[src/rtl/vga_stream_scaler_display.sv]
// vga_stream_scaler_display: VGA timing generator that shows an Avalon-ST pixel stream, repeating pixels horizontally and reporting underflow.
module vga_stream_scaler_display #(
  parameter int H_ACTIVE = 640,
  parameter int H_FP = 16,
  parameter int H_SYNC = 96,
  parameter int H_BP = 48,
  parameter int V_ACTIVE = 480,
  parameter int V_FP = 10,
  parameter int V_SYNC = 2,
  parameter int V_BP = 33,
  parameter bit HS_POL = 1'b0,
  parameter bit VS_POL = 1'b0,
  parameter int CDEPTH = 8,
  parameter int ST_DATA_WIDTH = 3*CDEPTH,
  parameter int PIXEL_REPEAT = 1,
  parameter logic [3*CDEPTH-1:0] UNDERFLOW_RGB = '0,
  parameter int MM_CSR_START_ADDRESS = 0,
  parameter int MM_ADDR_WIDTH = 32,
  parameter int MM_DATA_WIDTH = 32
) (
  input  logic                     clk,
  input  logic                     reset,
  output logic                     st_ready,
  input  logic [ST_DATA_WIDTH-1:0] st_data,
  input  logic                     st_startofpacket,
  input  logic                     st_endofpacket,
  input  logic                     st_valid,
  output logic                     mm_csr_write,
  output logic [MM_ADDR_WIDTH-1:0] mm_csr_address,
  output logic [MM_DATA_WIDTH-1:0] mm_csr_writedata,
  input  logic                     mm_csr_waitrequest,
  output logic                     vga_hs_out,
  output logic                     vga_vs_out,
  output logic                     vga_de,
  output logic [CDEPTH-1:0]        vga_r,
  output logic [CDEPTH-1:0]        vga_g,
  output logic [CDEPTH-1:0]        vga_b,
  output logic                     underflow,
  output logic [15:0]              underflow_frames
);
  localparam int H_TOTAL = H_ACTIVE + H_FP + H_SYNC + H_BP;
  localparam int V_TOTAL = V_ACTIVE + V_FP + V_SYNC + V_BP;
  localparam int HW = $clog2(H_TOTAL);
  localparam int VW = $clog2(V_TOTAL);
  localparam logic [2:0] REP_MAX = 3'(PIXEL_REPEAT - 1);
  typedef enum logic [1:0] {OUT_OF_SYNC, RESTART_FRAME, WAIT_FOR_SOF, READ_FB} state_t;
  state_t state, state_n;
  logic [HW-1:0] hcnt;
  logic [VW-1:0] vcnt;
  logic [2:0] rep;
  logic [ST_DATA_WIDTH-1:0] cache;
  logic [3*CDEPTH-1:0] pix, rgb_c;
  logic cache_valid, cache_eop;
  logic active, need, show_cache, take, restart_frame, uf_evt, hs_c, vs_c;
  assign active = hcnt < HW'(H_ACTIVE) && vcnt < VW'(V_ACTIVE);
  assign hs_c = (hcnt >= HW'(H_ACTIVE + H_FP) && hcnt < HW'(H_ACTIVE + H_FP + H_SYNC)) ? HS_POL : !HS_POL;
  assign vs_c = (vcnt >= VW'(V_ACTIVE + V_FP) && vcnt < VW'(V_ACTIVE + V_FP + V_SYNC)) ? VS_POL : !VS_POL;
  assign restart_frame = vcnt == VW'(V_ACTIVE + V_FP) && hcnt == '0;
  assign need = active && rep == 3'd0;
  assign show_cache = state == READ_FB && need && cache_valid;
  // Once the EOP pixel sits in the cache, stop pulling so the next frame's SOP stays in the stream.
  assign st_ready = state == WAIT_FOR_SOF ? !cache_valid : show_cache && !cache_eop;
  assign take = st_ready && st_valid;
  assign rgb_c = !active ? '0 : show_cache ? cache[3*CDEPTH-1:0] :
                 (state == READ_FB && rep != 3'd0) ? pix : UNDERFLOW_RGB;
  assign mm_csr_write = state == RESTART_FRAME;
  assign mm_csr_address = mm_csr_write ? MM_ADDR_WIDTH'(MM_CSR_START_ADDRESS) : '0;
  assign mm_csr_writedata = mm_csr_write ? MM_DATA_WIDTH'(1) : '0;
  always_comb begin
    state_n = state;
    case (state)
      RESTART_FRAME: if (!mm_csr_waitrequest) state_n = WAIT_FOR_SOF;
      WAIT_FOR_SOF: state_n = active ? OUT_OF_SYNC : (take && st_startofpacket) ? READ_FB : WAIT_FOR_SOF;
      READ_FB: if (need && !cache_valid) state_n = OUT_OF_SYNC;
      default: ;
    endcase
    uf_evt = state_n == OUT_OF_SYNC && state != OUT_OF_SYNC && !restart_frame;
    if (restart_frame) state_n = RESTART_FRAME;
  end
  always_ff @(posedge clk) begin
    if (reset) begin
      hcnt <= '0;
      vcnt <= '0;
      rep <= '0;
      state <= OUT_OF_SYNC;
      cache <= '0;
      cache_valid <= 1'b0;
      cache_eop <= 1'b0;
      pix <= '0;
      underflow <= 1'b0;
      underflow_frames <= '0;
      vga_hs_out <= !HS_POL;
      vga_vs_out <= !VS_POL;
      vga_de <= 1'b0;
      {vga_b, vga_g, vga_r} <= '0;
    end else begin
      hcnt <= hcnt == HW'(H_TOTAL - 1) ? '0 : hcnt + 1'b1;
      if (hcnt == HW'(H_TOTAL - 1)) vcnt <= vcnt == VW'(V_TOTAL - 1) ? '0 : vcnt + 1'b1;
      rep <= (active && rep != REP_MAX) ? rep + 3'd1 : 3'd0;
      state <= state_n;
      if (state == RESTART_FRAME) cache_valid <= 1'b0;
      else if (show_cache) begin
        pix <= cache[3*CDEPTH-1:0];
        cache_valid <= 1'b0;
      end
      // Non-SOP words offered while waiting for a frame start are simply dropped.
      if (take && (state == READ_FB || st_startofpacket)) begin
        cache <= st_data;
        cache_eop <= st_endofpacket;
        cache_valid <= 1'b1;
      end
      if (uf_evt) begin
        underflow <= 1'b1;
        if (~&underflow_frames) underflow_frames <= underflow_frames + 16'd1;
      end
      vga_hs_out <= hs_c;
      vga_vs_out <= vs_c;
      vga_de <= active;
      {vga_b, vga_g, vga_r} <= rgb_c;
    end
  end
endmodule
[config.mk]
export PLATFORM = sky130hd
export DESIGN_NAME = vga_stream_scaler_display
export DESIGN_NICKNAME = d
export VERILOG_FILES = /design/src/rtl/vga_stream_scaler_display.sv
export SDC_FILE = /design/constraint.sdc
export NUM_CORES = 1
export LEC_CHECK = 0
export BUFFER_PORTS_ARGS = -buffer_cell sky130_fd_sc_hd__buf_2
export CAP_MARGIN = 20
export CORE_UTILIZATION = 30
export DETAILED_ROUTE_END_ITERATION = 7
export GPL_ROUTABILITY_DRIVEN = 0
export GPL_TIMING_DRIVEN = 0
export HOLD_SLACK_MARGIN = 0.02
export PLACE_DENSITY_LB_ADDON = 0.3
export SYNTH_ARGS = -nofsm -noshare
export SYNTH_HDL_FRONTEND = slang
export SYNTH_SLANG_ARGS = --single-unit
[constraint.sdc]
create_clock -name clk -period 2.9 [get_ports clk]
set_input_delay 0.29 -clock clk [delete_from_list [all_inputs] [get_ports clk]]
set_output_delay 0.29 -clock clk [all_outputs]
set_load 0.05 [all_outputs]
==> Yosys cells after proc, flatten, opt, wreduce, memory -nomap -nowiden <==
Cells that the tools add are included.
{ "op_classes": {"add_sub_neg": 4, "magnitude_cmp": 6, "eq_ne": 6, "mux": 16, "bitwise_logic": 4, "n_reduce_logical": 33} }
{ "ops": {"columns": ["operator", "n"], "rows": [
  ["$mux 24", 2],
  ["$add 10x1->10 const B", 2],
  ["$eq 10x10->1 const B", 2],
  ["$lt 10x10->1 const B", 2],
  ["$lt 10x9->1 const B", 2],
  ["$add 16x1->16 const B", 1],
  ["$logic_and 1x1->1", 16],
  ["$reduce_and 16->1", 1],
  ["$eq 10x9->1 const B", 1],
  ["$ge 10x10->1 const B", 1],
  ["$ge 10x9->1 const B", 1],
  ["$logic_not 10->1", 1],
  ["$mux 10", 1],
  ["$mux 1", 9],
  ["$reduce_or 2->1", 4],
  ["$mux 2", 3],
  ["$pmux 2 s3", 1],
  ["$reduce_bool 3->1", 2],
  ["$eq 2x2->1 const B", 2],
  ["$not 1->1", 4],
  ["$reduce_and 2->1", 2],
  ["$add 3x1->3 const B", 1],
  ["$logic_not 1->1", 3],
  ["$logic_not 3->1", 1],
  ["4 further kinds", 4]
]} }
{ "totals": {"ff_bits": 119, "input_bits": 30, "output_inout_bits": 110, "wordCells": 86} }

==> Depth between registers and ports, before layout <==
Gate-level depths: netlist of run 1.
{ "depth": {"depth_word": 16, "depth_mapped": 9, "depth_no_buf": 7} }

==> Least setup slack after synthesis of run 1 <==
No wires, ideal clock.
{ "synth_path": {"path_type": "reg-to-output", "start": "register hcnt[7]", "end": "output port st_ready", "arrival_time_ps": 2154, "required_time_ps": 2610, "slack_ps": 456, "path_stages_with_launch": 6, "path_buffers": 2, "cell_sequence": "dfxtp_1 o21a_1 or4_1 clkbuf_1 clkbuf_1 o21ai_1"} }
{ "synth_via": {"elab_chain_len": 7} }
{ "synth_rtl": {"columns": ["element", "line_no", "source"], "rows": [
  ["start, declared", "48", "logic [HW-1:0] hcnt;"],
  ["start signal, assigned", "97", "hcnt <= hcnt == HW'(H_TOTAL - 1) ? '0 : hcnt + 1'b1;"],
  ["$lt 10x10->1", "55", "assign active = hcnt < HW'(H_ACTIVE) && vcnt < VW'(V_ACTIVE);"],
  ["$logic_and 1x1->1", "55", null],
  ["$logic_and 1x1->1", "59", "assign need = active && rep == 3'd0;"],
  ["$logic_and 1x1->1 (2 in a row)", "60", "assign show_cache = state == READ_FB && need && cache_valid;"],
  ["$logic_and 1x1->1", "62", "assign st_ready = state == WAIT_FOR_SOF ? !cache_valid : show_cache && !cache_eop;"],
  ["$mux 1", "62", null],
  ["end, declared", "23", "output logic st_ready,"]
]} }
No other way between the ends.

==> Worst setup path in the final report of run 1 <==
{ "layout_path": {"start": "register hcnt[7]", "end": "register vga_g[6]"} }
{ "layout_via": {"elab_chain_len": 6, "elab_cells_between_ends": 8, "cone_classes": "order compare: 1; mux: 1; bitwise: 1; reduce/logical: 5"} }
{ "layout_rtl": {"columns": ["element", "line_no", "source"], "rows": [
  ["$lt 10x10->1 *", "55", null],
  ["$logic_and 1x1->1 *", "55", null],
  ["$logic_and 1x1->1", "59", null],
  ["$logic_and 1x1->1 (2 in a row)", "60", null],
  ["$mux 24", "64", "assign rgb_c = !active ? '0 : show_cache ? cache[3*CDEPTH-1:0] :"],
  ["end signal, assigned", "119", "{vga_b, vga_g, vga_r} <= rgb_c;"],
  ["end, declared", "36", "output logic [CDEPTH-1:0] vga_g,"]
]} }
Every way passes the cells marked *; elsewhere a longest branch is shown, timed or not.
A chain may end at the register's enable or synchronous reset.

==> results of run 1 <==
worst max-delay path, delay by kind of cell, from the launching register on:
| kind | cells | cell delay, ns |
|---|---|---|
| AO/OA/AOI/OAI | 2 | 0.37 |
| buffers and inverters | 3 | 1.36 |
| AND/OR/NAND/NOR | 2 | 0.33 |
| flip-flops | 1 | 0.43 |
power groups by stage:
stage	combinational [mW]	sequential, mW	clock [mW]
finish	0.325	1.64	2.22
global route	0.342	1.64	2.34
CTS	0.324	1.64	2.27
detailed placement	0.324	1.68	0
global placement	0.324	1.68	0
floorplan	0.279	1.68	0
what timing repair did:
action	in CTS	in global routing
gates cloned	0	0
buffers inserted	0	0
gates resized for setup	0	1
setup endpoints to repair	1	1
endpoints found under the hold margin	0	0
Yosys cell counts, drive strengths merged (2+ instances only):
master | number | area, um^2
nor3 | 10 | 50.1
inv | 13 | 48.8
and3 | 9 | 56.3
xnor2 | 5 | 43.8
nand4 | 11 | 68.8
nor4 | 9 | 90.1
nand3b | 2 | 15.0
o31ai | 5 | 37.5
a31oi | 2 | 12.5
xor2 | 10 | 87.6
mux2 | 3 | 33.8
a21oi | 64 | 320
nor2b | 5 | 31.3
or4 | 5 | 37.5
or2 | 2 | 12.5
a31o | 3 | 26.3
o21ai | 8 | 40.0
mux2i | 26 | 260
and4 | 3 | 26.3
nor2 | 58 | 218
buf | 67 | 495
nand2b | 2 | 12.5
clkbuf | 22 | 82.6
nand3 | 10 | 50.1
nand2 | 92 | 345
dfxtp | 119 | 2380
or3 | 8 | 50.1
ha | 7 | 87.6
through the flow:
step	total power [mW]	instances
finish	4.19	981
global route	4.32	981
CTS	4.24	982
detailed placement	2.00	951
global placement	2.00	951
floorplan	1.96	655
logic make-up after synthesis:
group | count (synthesis)
AOI/OAI and AO/OA | 89
other | 1
muxes | 29
xor gates and xnor gates | 15
and+or+nand+nor | 231
buffers and inverters | 102
DFF | 119
adders and majority gates | 7
worst max path at each step:
stage,start,end,cells past startpoint
6_report,hcnt[7],vga_g[6],7
5_1_grt,vcnt[5],vga_r[2],7
4_1_cts,hcnt[7],st_ready,5
3_5_place_dp,vcnt[5],vga_g[6],7
3_3_place_gp,vcnt[5],vga_r[2],7
2_1_floorplan,hcnt[7],st_ready,5
registers in the layout (all words and copies together) (netlist names), 2 cells and up:
name and flops:
underflow_frames 16, vga_g 8, cache 24, vga_r 8, vcnt 10, pix 24, vga_b 8, state 2
rep 3, hcnt 10
metal layers:
layer	GRT usage, %	vias to the layer above	wire length, um
met4	6.07	0	228
met3	4.87	19	791
met2	22.7	111	5580
met1	17.1	1944	5290
met5	0	-	0
li1	-	2208	-
layout make-up:
type / count / area (um^2)
Sequential cell: 119 / 2380
Clock inverter: 14 / 198
Tap cell: 220 / 275
Timing Repair Buffer: 76 / 380
Multi-Input combinational cell: 434 / 2350
Fill cell: 1714 / 10000
Clock buffer: 18 / 429
Inverter: 13 / 48.8
Buffer: 87 / 571
==> impl_metrics.yaml, run 1 <==
floorplanning:
  dieHeight_um: 133
  rows: 47
  dieWidth_um: 133
  die_area_um2: 17600
  initial_core_util_pct: 30.8
  io_pins: 140
  coreArea_um2: 16600
layout:
  finish.utilization_pct: 39.9
  final_common_cell: "dfxtp_1"
  final_cell_area_um2: 6640
  fin_nets: 785
  num_antenna_cells: 0
  mostFrequentLayoutCells: "dfxtp_1 (119), nand2_1 (92), buf_2 (79)"
  drive_gt1_share_pct: 23.9
  area_growth_pct: 29.5
sta:
  slew-limit-headroom_pct: 42.1
  finalSetupViolCount: 0
  finalHoldViolations: 0
  finalSetupTns_ns: 0
  setup_ws_ns: 0.264
  slew_violations: 0
  whs_ns: 0.0955
  fmaxAchievable_mhz: 379
  clock_skew_ns: 0.00702
  min_period_ns: 2.64
  fin_crit_sh_pct: 90.9
  worst_pin_slew_ns: 0.860
  rsz0062_at_grt: "false"
route:
  num_vias: 4282
  wire_per_inst_um: 12.1
  drc: 0
  ant_nets: 0
  drt-pass1-iter-count: 5
  drtIter0Drc: 232
  wirelength_um: 11900
  vias_per_cell: 4.36
power:
  p_per_area_nw_per_um2: 631
  sequentialPowerShare_pct: 39.3
  p_leak_nw: 3.01
  clkPwrFrac_pct: 53.0
  p_int_mw: 3.17
  switchingPower_mw: 1.02
  p_comb_share_pct: 7.8
  vdd_drop_max_mv: 0.442
  swShare_pct: 24.4
worst_setup_path:
  critPathMostFrequentCell: "clkbuf_1"
  cpPeakStageDelay_ns: 0.50
  worst_ep_arrival_time_ns: 2.91
  rr_endpoint: "vga_g[6]"
  timing.rr.start: "hcnt[7]"
  crit_type: "reg -> reg"
  r2r_cells: 7
  cp-end-kind: "flip-flop"
  start_kind: "flip-flop"
  crit_path_top_delay_cell: "clkbuf_1"
  cp_cell_sequence: "o21a_1 -> or3_1 -> clkbuf_1 -> or2_1 -> clkbuf_1 -> clkbuf_1 -> a21oi_1"
  path_max_fanout: 10
  ff2ff_setup_slack_ns: 0.26
  worstPathRequired_ns: 3.17
clock_tree:
  clock-root-buffer: "clkbuf_16"
  hold_buffers: 0
  insertion_delay_ns: 0.42
  htreeDepth: 4
  cts_buffers: 17
  ctsLongestPathBuffers: 2
  cts_tree: "done"
  cts_sinks: 119
  cts.clk_slew.worst_paths_ns: 0.06
synthesis:
  async_reset_ff_share_pct: 0
  yosys_most_used_dff: "dfxtp_1"
  synth_cell_type_count: 48
  synth.avg_cell_area_um2: 8.64
  synth_compound_area_share_pct: 9.62
  ys_ff_latch: 119
  synthAdderAreaFrac_pct: 1.71
  synthSimpleGateAreaFrac_pct: 21.6
  syn-cell-area_um2: 5130
  ys_warn_count: 0
  synthXorXnorAreaFrac_pct: 2.56
  ys_seq_area_share_pct: 46.5
  synth_top_family_by_area: "simple AND/OR/NAND/NOR gates"
  synth_edf_count: 0
  syn_inst: 593
  synth.area.mux_share_pct: 5.74
outcome:
  status: "finished, final reports clean"
global_routing:
  grt_max_degree: 18
  antenna_found_initial: 0
  grt_pass1_vias: 3835
  track_usage_pct: 14.1
  grt_first_pass_wirelength_um: 19300
  grt_overflow: 0
min_path:
  min_path_type: "in -> reg"
  min_path_cells: 3
  min-delay-start: "st_data[19]"
  min_to: "cache[19]"
placement:
  dp_hpwl_um: 8570
  place_ws_ns: 0.280
  port_buffers: 76
  placed_area_um2: 6010
job:
  maxCapViolCount: 0
Power figures use the tool's default switching activity.
==> run 2, diff against run 1 <==
--- a/config.mk
+++ b/config.mk
@@ -9,10 +9,10 @@
 export CAP_MARGIN = 20
 export CORE_UTILIZATION = 30
 export DETAILED_ROUTE_END_ITERATION = 7
-export GPL_ROUTABILITY_DRIVEN = 0
 export GPL_TIMING_DRIVEN = 0
 export HOLD_SLACK_MARGIN = 0.02
-export PLACE_DENSITY_LB_ADDON = 0.3
+export PLACE_DENSITY = 0.59
+export RECOVER_POWER = 50
 export SYNTH_ARGS = -nofsm -noshare
 export SYNTH_HDL_FRONTEND = slang
 export SYNTH_SLANG_ARGS = --single-unit
==> impl_metrics.yaml, run 2 (synthesis results as in run 1) <==
outcome:
  status: "finished, final reports clean"
global_routing:
  grt_pass1_vias: 3759
  antenna_found_initial: 1
  track_usage_pct: 13.7
  grt_first_pass_wirelength_um: 19000
  grt_max_degree: 17
  grt_overflow: 0
clock_tree:
  cts.clk_slew.worst_paths_ns: 0.05
  cts_setup_buffers: 0
  cts_tree: "done"
  ctsLongestPathBuffers: 2
  cts_sinks: 119
  cts_buffers: 17
  clock-root-buffer: "clkbuf_16"
  htreeDepth: 4
  hold_buffers: 0
  ctsResizeCount: 2
  insertion_delay_ns: 0.41
placement:
  port_buffers: 76
  placed_area_um2: 6010
  dp_hpwl_um: 8570
  dpl.cell_count: 951
  routabilityCongestion: 0.778
route:
  drc: 0
  ant_nets: 0
  vias_per_cell: 4.28
  drtIter0Drc: 253
  drt-pass1-iter-count: 4
  wire_per_inst_um: 12.1
  wirelength_um: 11800
  num_vias: 4195
floorplanning:
  initial_core_util_pct: 30.8
  die_area_um2: 17600
  rows: 47
  dieHeight_um: 133
  io_pins: 140
  dieWidth_um: 133
  coreArea_um2: 16600
layout:
  fin_nets: 785
  multi_input_area_um2: 2330
  final_common_cell: "dfxtp_1"
  finish.utilization_pct: 39.1
  mostFrequentLayoutCells: "dfxtp_1 (119), nand2_1 (92), clkbuf_1 (67)"
  final_cell_area_um2: 6520
  final_cells: 979
  reg.largest.list: "cache x24, pix x24, underflow_frames x16"
  fillerInstances: 1745
  drive_gt1_share_pct: 17.2
  area_growth_pct: 27.1
  ff_latch_area_um2: 2380
worst_setup_path:
  cp-end-kind: "flip-flop"
  crit_start: "hcnt[7]"
  start_kind: "flip-flop"
  worstPathRequired_ns: 3.18
  timing.rr.start: "hcnt[7]"
  worst_ep_arrival_time_ns: 3.01
  crit_type: "reg -> reg"
  path_max_fanout: 10
sta:
  clock_skew_ns: 0.0113
  worst_pin_slew_ns: 0.978
  finalHoldViolations: 0
  finalSetupTns_ns: 0
  min_period_ns: 2.73
  rsz0062_at_grt: "false"
  fmaxAchievable_mhz: 367
  fin_crit_sh_pct: 94.0
  slew_violations: 0
  finalSetupViolCount: 0
  slew-limit-headroom_pct: 34.1
power:
  p_leak_nw: 2.78
  p_per_area_nw_per_um2: 617
  vdd_drop_max_mv: 0.400
job:
  maxCapViolCount: 0
min_path:
  min_path_type: "in -> reg"
  min-delay-start: "st_data[20]"
## run 2: cell types whose count changed in the layout (fill, tap and decap cells not counted), moves of 2 or more
cell,delta
clkinv_4,-3
o21ai_1,-3
bufinv_16,-2
buf_2,-48
nor4_1,+2
clkbuf_1,+46
inv_6,-2
clkbuf_8,+4
o21ai_0,+2
## run 2: layer usage
| layer | share of wire, % | vias up | GRT usage, % | routed length, um |
|---|---|---|---|---|
| met4 | 1.1 | 0 | 5.49 | 132 |
| met3 | 5.3 | 10 | 3.60 | 630 |
| met1 | 47 | 1884 | 17.5 | 5550 |
| li1 | - | 2193 | - | - |
| met2 | 47 | 108 | 21.8 | 5500 |
| met5 | 0 | - | 0 | 0 |
## run 2: final timing paths
path,end,slack [ns],depth (start not counted)
setup reg to reg,underflow_frames[11],0.17,6
setup / recovery,underflow_frames[11],0.17,6
hold / removal,cache[20],0.12,3
hold reg to reg,pix[16],0.45,2
## run 2: critical path: stages, from the launching register on
cell,delay [ns]
dfxtp_1,0.36
o21a_1,0.25
or3_1,0.37
clkbuf_1,0.25
nor4_1,0.78
and3_1,0.27
mux2_1,0.31
## run 2: area by class of cell
| class | count | share of cell area, % |
|---|---|---|
| Timing Repair Buffer | 76 | 4.97 |
| Sequential cell | 119 | 36.6 |
| Buffer | 87 | 8.76 |
| Tap cell | 220 | 4.23 |
| Multi-Input combinational cell | 434 | 35.8 |
| Clock buffer | 21 | 7.37 |
| Inverter | 13 | 0.749 |
| Antenna cell | 1 | 0.0384 |
| Clock inverter | 8 | 1.52 |
## run 2: power breakdown
group | switching (mW) | internal [mW] | leakage (nW)
logic | 0.240 | 0.0840 | 1.54
clock network | 0.717 | 1.34 | 0.283
registers | 0.00353 | 1.64 | 0.959
## run 2: through the flow
step / power, mW / hold slack, ns / worst slack, ns
after floorplan: 1.96 / 0.430 / 0.456
after global placement: 2.00 / 0.441 / 0.284
after detailed placement: 2.00 / 0.447 / 0.221
after CTS: 4.07 / 0.0956 / 0.0308
after global routing: 4.14 / 0.117 / 0.00980
final: 4.02 / 0.117 / 0.174
==> run 3, diff against run 2 <==
--- a/config.mk
+++ b/config.mk
@@ -13,6 +13,7 @@
 export HOLD_SLACK_MARGIN = 0.02
 export PLACE_DENSITY = 0.59
 export RECOVER_POWER = 50
+export SLEW_MARGIN = 40
 export SYNTH_ARGS = -nofsm -noshare
 export SYNTH_HDL_FRONTEND = slang
 export SYNTH_SLANG_ARGS = --single-unit
==> constraint.sdc (replaced) <==
create_clock -name clk -period 3.1 [get_ports clk]
set_input_delay 0.31 -clock clk [delete_from_list [all_inputs] [get_ports clk]]
set_output_delay 0.31 -clock clk [all_outputs]
set_load 0.05 [all_outputs]
==> impl_metrics.yaml, run 3 (synthesis results as in run 1) <==
clock_tree:
  hold_buffers: 0
  cts.clk_slew.worst_paths_ns: 0.06
  cts_sinks: 119
  ctsResizeCount: 0
  insertion_delay_ns: 0.42
  cts_tree: "done"
  clock-root-buffer: "clkbuf_16"
  cts_setup_buffers: 0
  ctsLongestPathBuffers: 2
  htreeDepth: 4
  cts_buffers: 17
worst_setup_path:
  crit_path_top_delay_cell: "or4_1"
  path_max_fanout: 17
  critPathBufInv: 2
  worst_ep_arrival_time_ns: 2.61
  critical_path.top_delay_family: "buffers and inverters"
  rr_endpoint: "underflow_frames[11]"
  worstPathRequired_ns: 2.79
  start_kind: "flip-flop"
  ff2ff_setup_slack_ns: 0.36
  cpPeakStageDelay_ns: 0.52
  cp_cell_sequence: "o21a_1 -> or4_1 -> clkbuf_1 -> o21ai_1 -> clkbuf_4"
  r2r_cells: 6
  cp-end-kind: "output pin"
  timing.rr.start: "hcnt[7]"
  crit_type: "reg -> out"
global_routing:
  antenna_found_initial: 1
  grt_overflow: 0
  grt_pass1_vias: 3738
  grt_first_pass_wirelength_um: 18900
  track_usage_pct: 13.7
  grt_max_degree: 17
power:
  sequentialPowerShare_pct: 39.1
  p_int_mw: 2.96
  swShare_pct: 24.6
  vdd_drop_max_mv: 0.416
  p_comb_share_pct: 7.7
  clkPwrFrac_pct: 53.2
  p_per_area_nw_per_um2: 599
  switchingPower_mw: 0.966
  p_leak_nw: 2.80
placement:
  dp_hpwl_um: 8520
  placed_area_um2: 6020
  routabilityCongestion: 0.778
  port_buffers: 76
layout:
  fillerInstances: 1721
  drive_gt1_share_pct: 17.2
  area_growth_pct: 28.1
  fin_nets: 786
  final_cell_area_um2: 6570
  final_common_cell: "dfxtp_1"
  mostFrequentLayoutCells: "dfxtp_1 (119), nand2_1 (92), clkbuf_1 (70)"
  reg.largest.list: "cache x24, pix x24, underflow_frames x16"
route:
  wirelength_um: 11800
  ant_nets: 0
  drt-pass1-iter-count: 4
  drtIter0Drc: 255
  wire_per_inst_um: 12.0
  drc: 0
  num_vias: 4229
  vias_per_cell: 4.30
sta:
  finalSetupTns_ns: 0
  rsz0062_at_grt: "false"
  worst_pin_slew_ns: 0.937
  finalHoldViolations: 0
  slew-limit-headroom_pct: 36.9
  clock_skew_ns: 0.00747
  min_period_ns: 2.92
  fin_crit_sh_pct: 94.2
  finalSetupViolCount: 0
  slew_violations: 0
  fmaxAchievable_mhz: 342
floorplanning:
  dieWidth_um: 133
  io_pins: 140
  die_area_um2: 17600
  initial_core_util_pct: 30.8
  coreArea_um2: 16600
  rows: 47
  dieHeight_um: 133
min_path:
  min-delay-start: "st_data[21]"
  min_path_cells: 3
  min_path_type: "in -> reg"
  min_to: "cache[21]"
outcome:
  status: "finished, final reports clean"
job:
  maxCapViolCount: 0
## run 3: cell count changes in the layout (fill, tap and decap cells not counted), moves of 2 or more
cell       delta
inv_6         +4
clkbuf_8      -4
bufinv_16     +2
clkbuf_1      +3
## run 3: tightest hold or removal path, delay by kind of cell
kind	cells	cell delay [ns]
buffers and inverters	1	0.08
multiplexers	1	0.05
AND/OR/NAND/NOR	1	0.07
## run 3: how the worst max path moves through the flow
stage               startpoint       end  slack [ns]  cells past startpoint
floorplan              hcnt[7]  st_ready        0.64                      5
global placement       vcnt[5]  vga_g[6]        0.48                      7
detailed placement     vcnt[5]  vga_g[6]        0.47                      7
CTS                    hcnt[7]  st_ready        0.11                      6
global route            rep[0]  st_ready        0.05                      7
finish                 hcnt[7]  st_ready        0.18                      5
## run 3: cell type report
type | instances | area [um^2] | area share [%]
sequential | 119 | 2380 | 36.3
clock buffer | 18 | 429 | 6.54
antenna | 1 | 2.50 | 0.0381
multi-input combinational | 434 | 2330 | 35.6
clock inverter | 14 | 196 | 2.99
tap | 220 | 275 | 4.19
timing repair buffer | 76 | 324 | 4.94
inverter | 13 | 48.8 | 0.743
buffer | 88 | 573 | 8.73
## run 3: power groups by stage
stage	clock network [mW]	logic [mW]	registers, mW
detailed placement	0	0.303	1.57
global placement	0	0.304	1.57
global route	2.20	0.319	1.54
floorplan	0	0.261	1.57
CTS	2.13	0.304	1.54
finish	2.09	0.303	1.54
## run 3: per-layer routing
layer  vias up  GRT usage, %  part of all wire [%]
li1       2211             -                     -
met3        16          4.37                   5.4
met4         0          5.43                   1.2
met2       104          21.5                    47
met5         -             0                     0
met1      1898          17.3                    46
## run 3: metrics by stage
| stage | utilization [%] | hold WS (ns) | std cells | setup slack, ns | power, mW |
|---|---|---|---|---|---|
| 2_1_floorplan | - | 0.430 | 655 | 0.636 | 1.83 |
| 3_3_place_gp | 36.1 | 0.441 | 951 | 0.484 | 1.87 |
| 3_5_place_dp | 36.2 | 0.447 | 951 | 0.474 | 1.87 |
| 4_1_cts | 39.9 | 0.120 | 983 | 0.112 | 3.97 |
| 5_1_grt | 39.4 | 0.119 | 982 | 0.0536 | 4.05 |
| 6_report | 39.5 | 0.129 | 983 | 0.179 | 3.93 |
